===== src/rtl/bcd_tick_counter.sv =====
// Multi-digit BCD tick counter with clear, saturating-to-9 parallel load and a wrap pulse.
// Define BCD_COUNTER_DOWN_EN to add the up_i port and down counting with borrow wrap.
module bcd_tick_counter #(
   parameter int DIGITS_N = 4
) (
   input  logic                  clk_i,
   input  logic                  reset_i,
   input  logic                  tick_i,
   input  logic                  enable_i,
   input  logic                  clear_i,
   input  logic                  load_i,
   input  logic [4*DIGITS_N-1:0] load_value_i,
`ifdef BCD_COUNTER_DOWN_EN
   input  logic                  up_i,
`endif
   output logic [4*DIGITS_N-1:0] digits_o,
   output logic                  wrap_o,
   output logic                  zero_o
);

   logic [4*DIGITS_N-1:0] digits_q, digits_d;
   logic                  wrap_q, wrap_d;
   logic [4*DIGITS_N-1:0] count_val;
   logic [4*DIGITS_N-1:0] load_clamped;
   // carry[i] means digit i must step; carry[DIGITS_N] is the wrap out of the top digit
   logic [DIGITS_N:0]     carry;

   assign carry[0] = 1'b1;

   generate
      for (genvar gi = 0; gi < DIGITS_N; gi++) begin : g_digit
         logic [3:0] cur;
         logic [3:0] nib;
         assign cur = digits_q[4*gi +: 4];
         assign nib = load_value_i[4*gi +: 4];
         assign load_clamped[4*gi +: 4] = (nib > 4'd9) ? 4'd9 : nib;
`ifdef BCD_COUNTER_DOWN_EN
         assign carry[gi+1] = carry[gi] && (up_i ? (cur == 4'd9) : (cur == 4'd0));
         always_comb begin
            count_val[4*gi +: 4] = cur;
            if (carry[gi]) begin
               if (up_i)
                  count_val[4*gi +: 4] = (cur == 4'd9) ? 4'd0 : cur + 4'd1;
               else
                  count_val[4*gi +: 4] = (cur == 4'd0) ? 4'd9 : cur - 4'd1;
            end
         end
`else
         assign carry[gi+1] = carry[gi] && (cur == 4'd9);
         always_comb begin
            count_val[4*gi +: 4] = cur;
            if (carry[gi])
               count_val[4*gi +: 4] = (cur == 4'd9) ? 4'd0 : cur + 4'd1;
         end
`endif
      end
   endgenerate

   // A tick coinciding with clear or load is dropped, not deferred.
   always_comb begin
      digits_d = digits_q;
      wrap_d   = 1'b0;
      if (clear_i) begin
         digits_d = '0;
      end else if (load_i) begin
         digits_d = load_clamped;
      end else if (tick_i && enable_i) begin
         digits_d = count_val;
         wrap_d   = carry[DIGITS_N];
      end
   end

   always_ff @(posedge clk_i) begin
      if (reset_i) begin
         digits_q <= '0;
         wrap_q   <= 1'b0;
      end else begin
         digits_q <= digits_d;
         wrap_q   <= wrap_d;
      end
   end

   assign digits_o = digits_q;
   assign wrap_o   = wrap_q;
   assign zero_o   = (digits_q == '0);

endmodule

===== config.mk =====
export PLATFORM = sky130hd
export DESIGN_NAME = bcd_tick_counter
export DESIGN_NICKNAME = d
export VERILOG_FILES = /design/src/rtl/bcd_tick_counter.sv
export SDC_FILE = /design/constraint.sdc
export NUM_CORES = 1
export LEC_CHECK = 0
export ABC_AREA = 1
export CORE_MARGIN = 2
export CORE_UTILIZATION = 49
export CTS_CLUSTER_DIAMETER = 80
export CTS_CLUSTER_SIZE = 25
export DETAILED_ROUTE_END_ITERATION = 7
export PLACE_DENSITY_LB_ADDON = 0.08
export SYNTH_ARGS = -nofsm -noshare
export SYNTH_HDL_FRONTEND = slang
export SYNTH_SLANG_ARGS = --single-unit

===== constraint.sdc =====
create_clock -name clk_i -period 3.2 [get_ports clk_i]
set_input_delay 0.96 -clock clk_i [delete_from_list [all_inputs] [get_ports clk_i]]
set_output_delay 0.96 -clock clk_i [all_outputs]
set_load 0.01 [all_outputs]

-- Word level (Yosys, flattened, before mapping)
Index checks and enable logic that the tools add are counted.
- output and inout port bits: 18
- register bits: 17
- bitwise logic cells: 1
- mux-type cells: 13
- reductions and logical operators: 14
- order comparisons: 4
- equal/unequal tests: 4
- $add $sub $neg: 4
- operators by type and width (cell ; number):
    2-to-1 mux 4 bit ; 11
    2-to-1 mux 16 bit ; 2
    adder 4 x 1 -> 4 bit, second input constant ; 4
    equality test 4 bit, second input constant ; 4
    > comparator 4 bit, second input constant ; 4
    zero test 16 bit ; 1
    nonzero test 2 bit ; 4
    AND reduction 2 bit ; 3
    logical AND 1 bit ; 4
    OR reduction 4 bit ; 1
    OR reduction 2 bit ; 1
    inverter 1 bit ; 1

-- Depth between registers and ports, before layout
Gate-level depths: netlist of run 1.
- word-level depth: 6
- depth in mapped cells: 9
- depth with buffers taken out: 9

-- Least setup slack after synthesis of run 1
Ideal clock, no wire load.
- path kind: register to output
- start point: reg digits_q[13] (netlist: digits_o[13])
- end point: out zero_o
- arrival time: 1043 ps
- stages on the path, launching flop included: 5
- required time: 2240 ps
- slack: 1197 ps
- cell sequence: dfxtp_1 > buf_2 > nor4_1 > nand3_1 > nor3_1
- longest elaborated chain between the ends: 1
- RTL lines (element ; RTL line ; RTL):
    start: declaration ; 21 ; logic [4*DIGITS_N-1:0] digits_q, digits_d;
    start signal: assignment ; 78 ; digits_q <= digits_d;
    zero test 16 bit ; 85 ; assign zero_o = (digits_q == '0);
    end: declaration ; 18 ; output logic zero_o
Every way passes these cells.

-- Final worst setup path of run 1
Ends and elaborated chain as after synthesis.

==> results.cfg, run 1 <==
[synth]
synth_warnings = 0
synthSimpleGateAreaFrac_pct = 45.5
synth_xor_area_share_pct = 1.42
synth-edff-count = 0
syn_inst = 199
synth_top_family_by_area = simple AND/OR/NAND/NOR gates
synth_fa_ha_area_share_pct = 0
yosysMostFrequentCell = nand2_1
synth_top_area_share_pct = 27.6
synth_flop_cell = dfxtp_1
muxShareOfSynthArea_pct = 0
synth_nets = 221
netlist_top_cells_area = dfxtp_1 28%, nand2_1 17%, nand3_1 8.9%
synth_top_cells_by_count = 57 x nand2_1, 22 x nand3_1, 17 x dfxtp_1, 17 x inv_1, 13 x nor2_1
ys_async_sr_fraction_pct = 0
avgSynthCellArea_sq_um = 6.19
ys_seq_area_share_pct = 27.6
synth_compound_area_share_pct = 15.3
synth-seq-cells = 17
synth.distinct_cells = 28
synth_top_area_cell = dfxtp_1
synthesis.area_sq_um = 1230

[clock_network]
root_buffer = clkbuf_4
ctsHtreeMaxLevel = 1
post_cts_buffers = 0
cts_resized = 0
tritoncts = yes
clock_path_buffers = 2
cts_buffers = 3
clk_latency_ns = 0.30
clk_pin_slew_ns = 0.11
cts.sinks = 17
cts_hold_buf = 0

[placement]
gp_congestion = 0.858
port_buffers = 39
pre_cts_slack_ns = 0.638
hpwl_um = 2570
dpl_cell_area_sq_um = 1640

[final_layout]
drive_gt1_share_pct = 13.4
syn_to_final_growth_pct = 35.6
nNetsFinal = 261
num_antenna_cells = 0
design_area_sq_um = 1670

[worst_setup_path]
ff2ff_path_depth = 5
crit_slowest_cell = clkdlybuf4s50_1
required_ns = 2.24
critical_path.max_stage_delay_ns = 0.57
critPathMaxFanout = 9
criticalPathCategory = flip-flop to primary output
cp_cell_sequence = nor4_1, nand3_1, nor3_1, clkdlybuf4s50_1
path_delay_family = buffers and inverters
arrival_ns = 1.83
critical_path_cell_count = 4
start_kind = flip-flop
end_kind = primary output
critical_path_buf_inv_count = 1

[power_and_ir_drop]
p_leak_nw = 0.675
power_density_nw_per_um2 = 280
ir_worst_vdd_uv = 243

[timing]
relSlewSlack_pct = 67.5
timing.clock.skew_ns = 0.00247
tightest_slew_ns = 0.487
rsz0062_at_grt = false
timing.final.ws_setup_ns = 0.412
finalSetupViolCount = 0
layout_min_cycle_time_ns = 2.79
slew_violations = 0
hold_viol_final = 0
period_share_pct = 87.1
tns_ns = 0
timing.fmax_ghz = 0.359

[detailed_routing]
routedWlPerCell_um = 12.5
drc = 0
ant_nets = 0
drt-vias-per-instance = 5.41
drt_pass1_iterations = 6
wirelength_um = 3360
dr.first_iter.drc_count = 41
via_count = 1449

[grt]
grt_pass1_vias = 1267
grt_usage_pct = 25.0
grt_pass1_wl_um = 5350
antenna_found_initial = 0
grt_max_degree = 21
gr-total-overflow = 0

[min_path]
min_path_cells = 2
hp-class = flip-flop to flip-flop

[floorplanning]
dieHeight_um = 54.1
initial_core_util_pct = 50.6
core_area_sq_um = 2430
num_rows = 18
ios = 40
die_area_sq_um = 2930
die_w_um = 54.1

[run]
max-cap-violations = 0

[run_status]
status = finished, final reports clean
-- power breakdown --
part           switching [W]  total [W]  internal (W)
registers         0.00000880   0.000226      0.000217
logic              0.0000626   0.000122     0.0000595
clock network      0.0000738   0.000120     0.0000466
-- worst register-to-register path: cells and delay by family, from the launching register on --
family             cells  cell delay [ns]
AOI/OAI and AO/OA      3             0.44
and+or+nand+nor        2             0.28
DFF                    1             0.49
-- state kept, by name, summed over array words and instances (netlist names) --
name and count:
wrap_o 1, digits_o 16
-- cell type report --
class / count / area [sq um]
Clock buffer: 3 / 22.5
Clock inverter: 1 / 5.00
Fill cell: 213 / 763
Inverter: 24 / 91.3
Multi-Input combinational cell: 152 / 767
Sequential cell: 17 / 340
Tap cell: 30 / 37.5
Timing Repair Buffer: 41 / 405
-- per-layer routing --
metal	global-route usage, %	vias up	part of all wire, %
met5	0	-	0
met4	11.3	0	2.3
met3	2.78	9	5.8
met2	44.4	58	49
met1	29.9	652	43
li1	-	730	-
-- final timing paths --
check               startpoint           end  slack [ns]
setup / recovery  digits_o[13]        zero_o        0.41
hold / removal    digits_o[11]  digits_o[11]        0.53
setup reg to reg   digits_o[0]   digits_o[5]        1.87
hold reg to reg   digits_o[11]  digits_o[11]        0.53
-- cell families (layout without fill, tap and decap cells) --
| logic type | after synthesis | count (layout) |
|---|---|---|
| AO/OA/AOI/OAI | 32 | 32 |
| XOR/XNOR | 2 | 2 |
| flip-flops | 17 | 17 |
| AND/OR/NAND/NOR | 118 | 118 |
| buffers and inverters | 30 | 69 |
-- through the flow --
| stage | instances | hold slack [ns] | util (%) | total power [W] |
|---|---|---|---|---|
| after detailed placement | 264 | 0.510 | 67.5 | 0.000351 |
| after global routing | 268 | 0.555 | 68.6 | 0.000493 |
| after CTS | 268 | 0.527 | 68.6 | 0.000470 |
| after floorplan | 199 | 0.523 | - | 0.000295 |
| after global placement | 264 | 0.498 | 67.5 | 0.000348 |
| final | 268 | 0.528 | 68.6 | 0.000468 |
-- placed cells by master (no fill, tap or decap), types with 8 or more instances in the layout --
cell type         n
nand3_1          22
clkdlybuf4s50_1  39
o21ai_0          10
dfxtp_1          17
nor2_1           13
nand2_2           8
inv_1            17
a21oi_1          10
nand2_1          57
(Power assumes the default switching activity.)
==> run 2: changes to the inputs <==
GPL_ROUTABILITY_DRIVEN = 1   (was not set)
==> results of run 2 <==
Same layout as run 1: the final DEF is identical, and so are final timing and power.
==> run 3: changes to the inputs <==
CTS_CLUSTER_DIAMETER = not set   (was 80)
==> results of run 3 <==
Same layout as run 1: the final DEF is identical, and so are final timing and power.
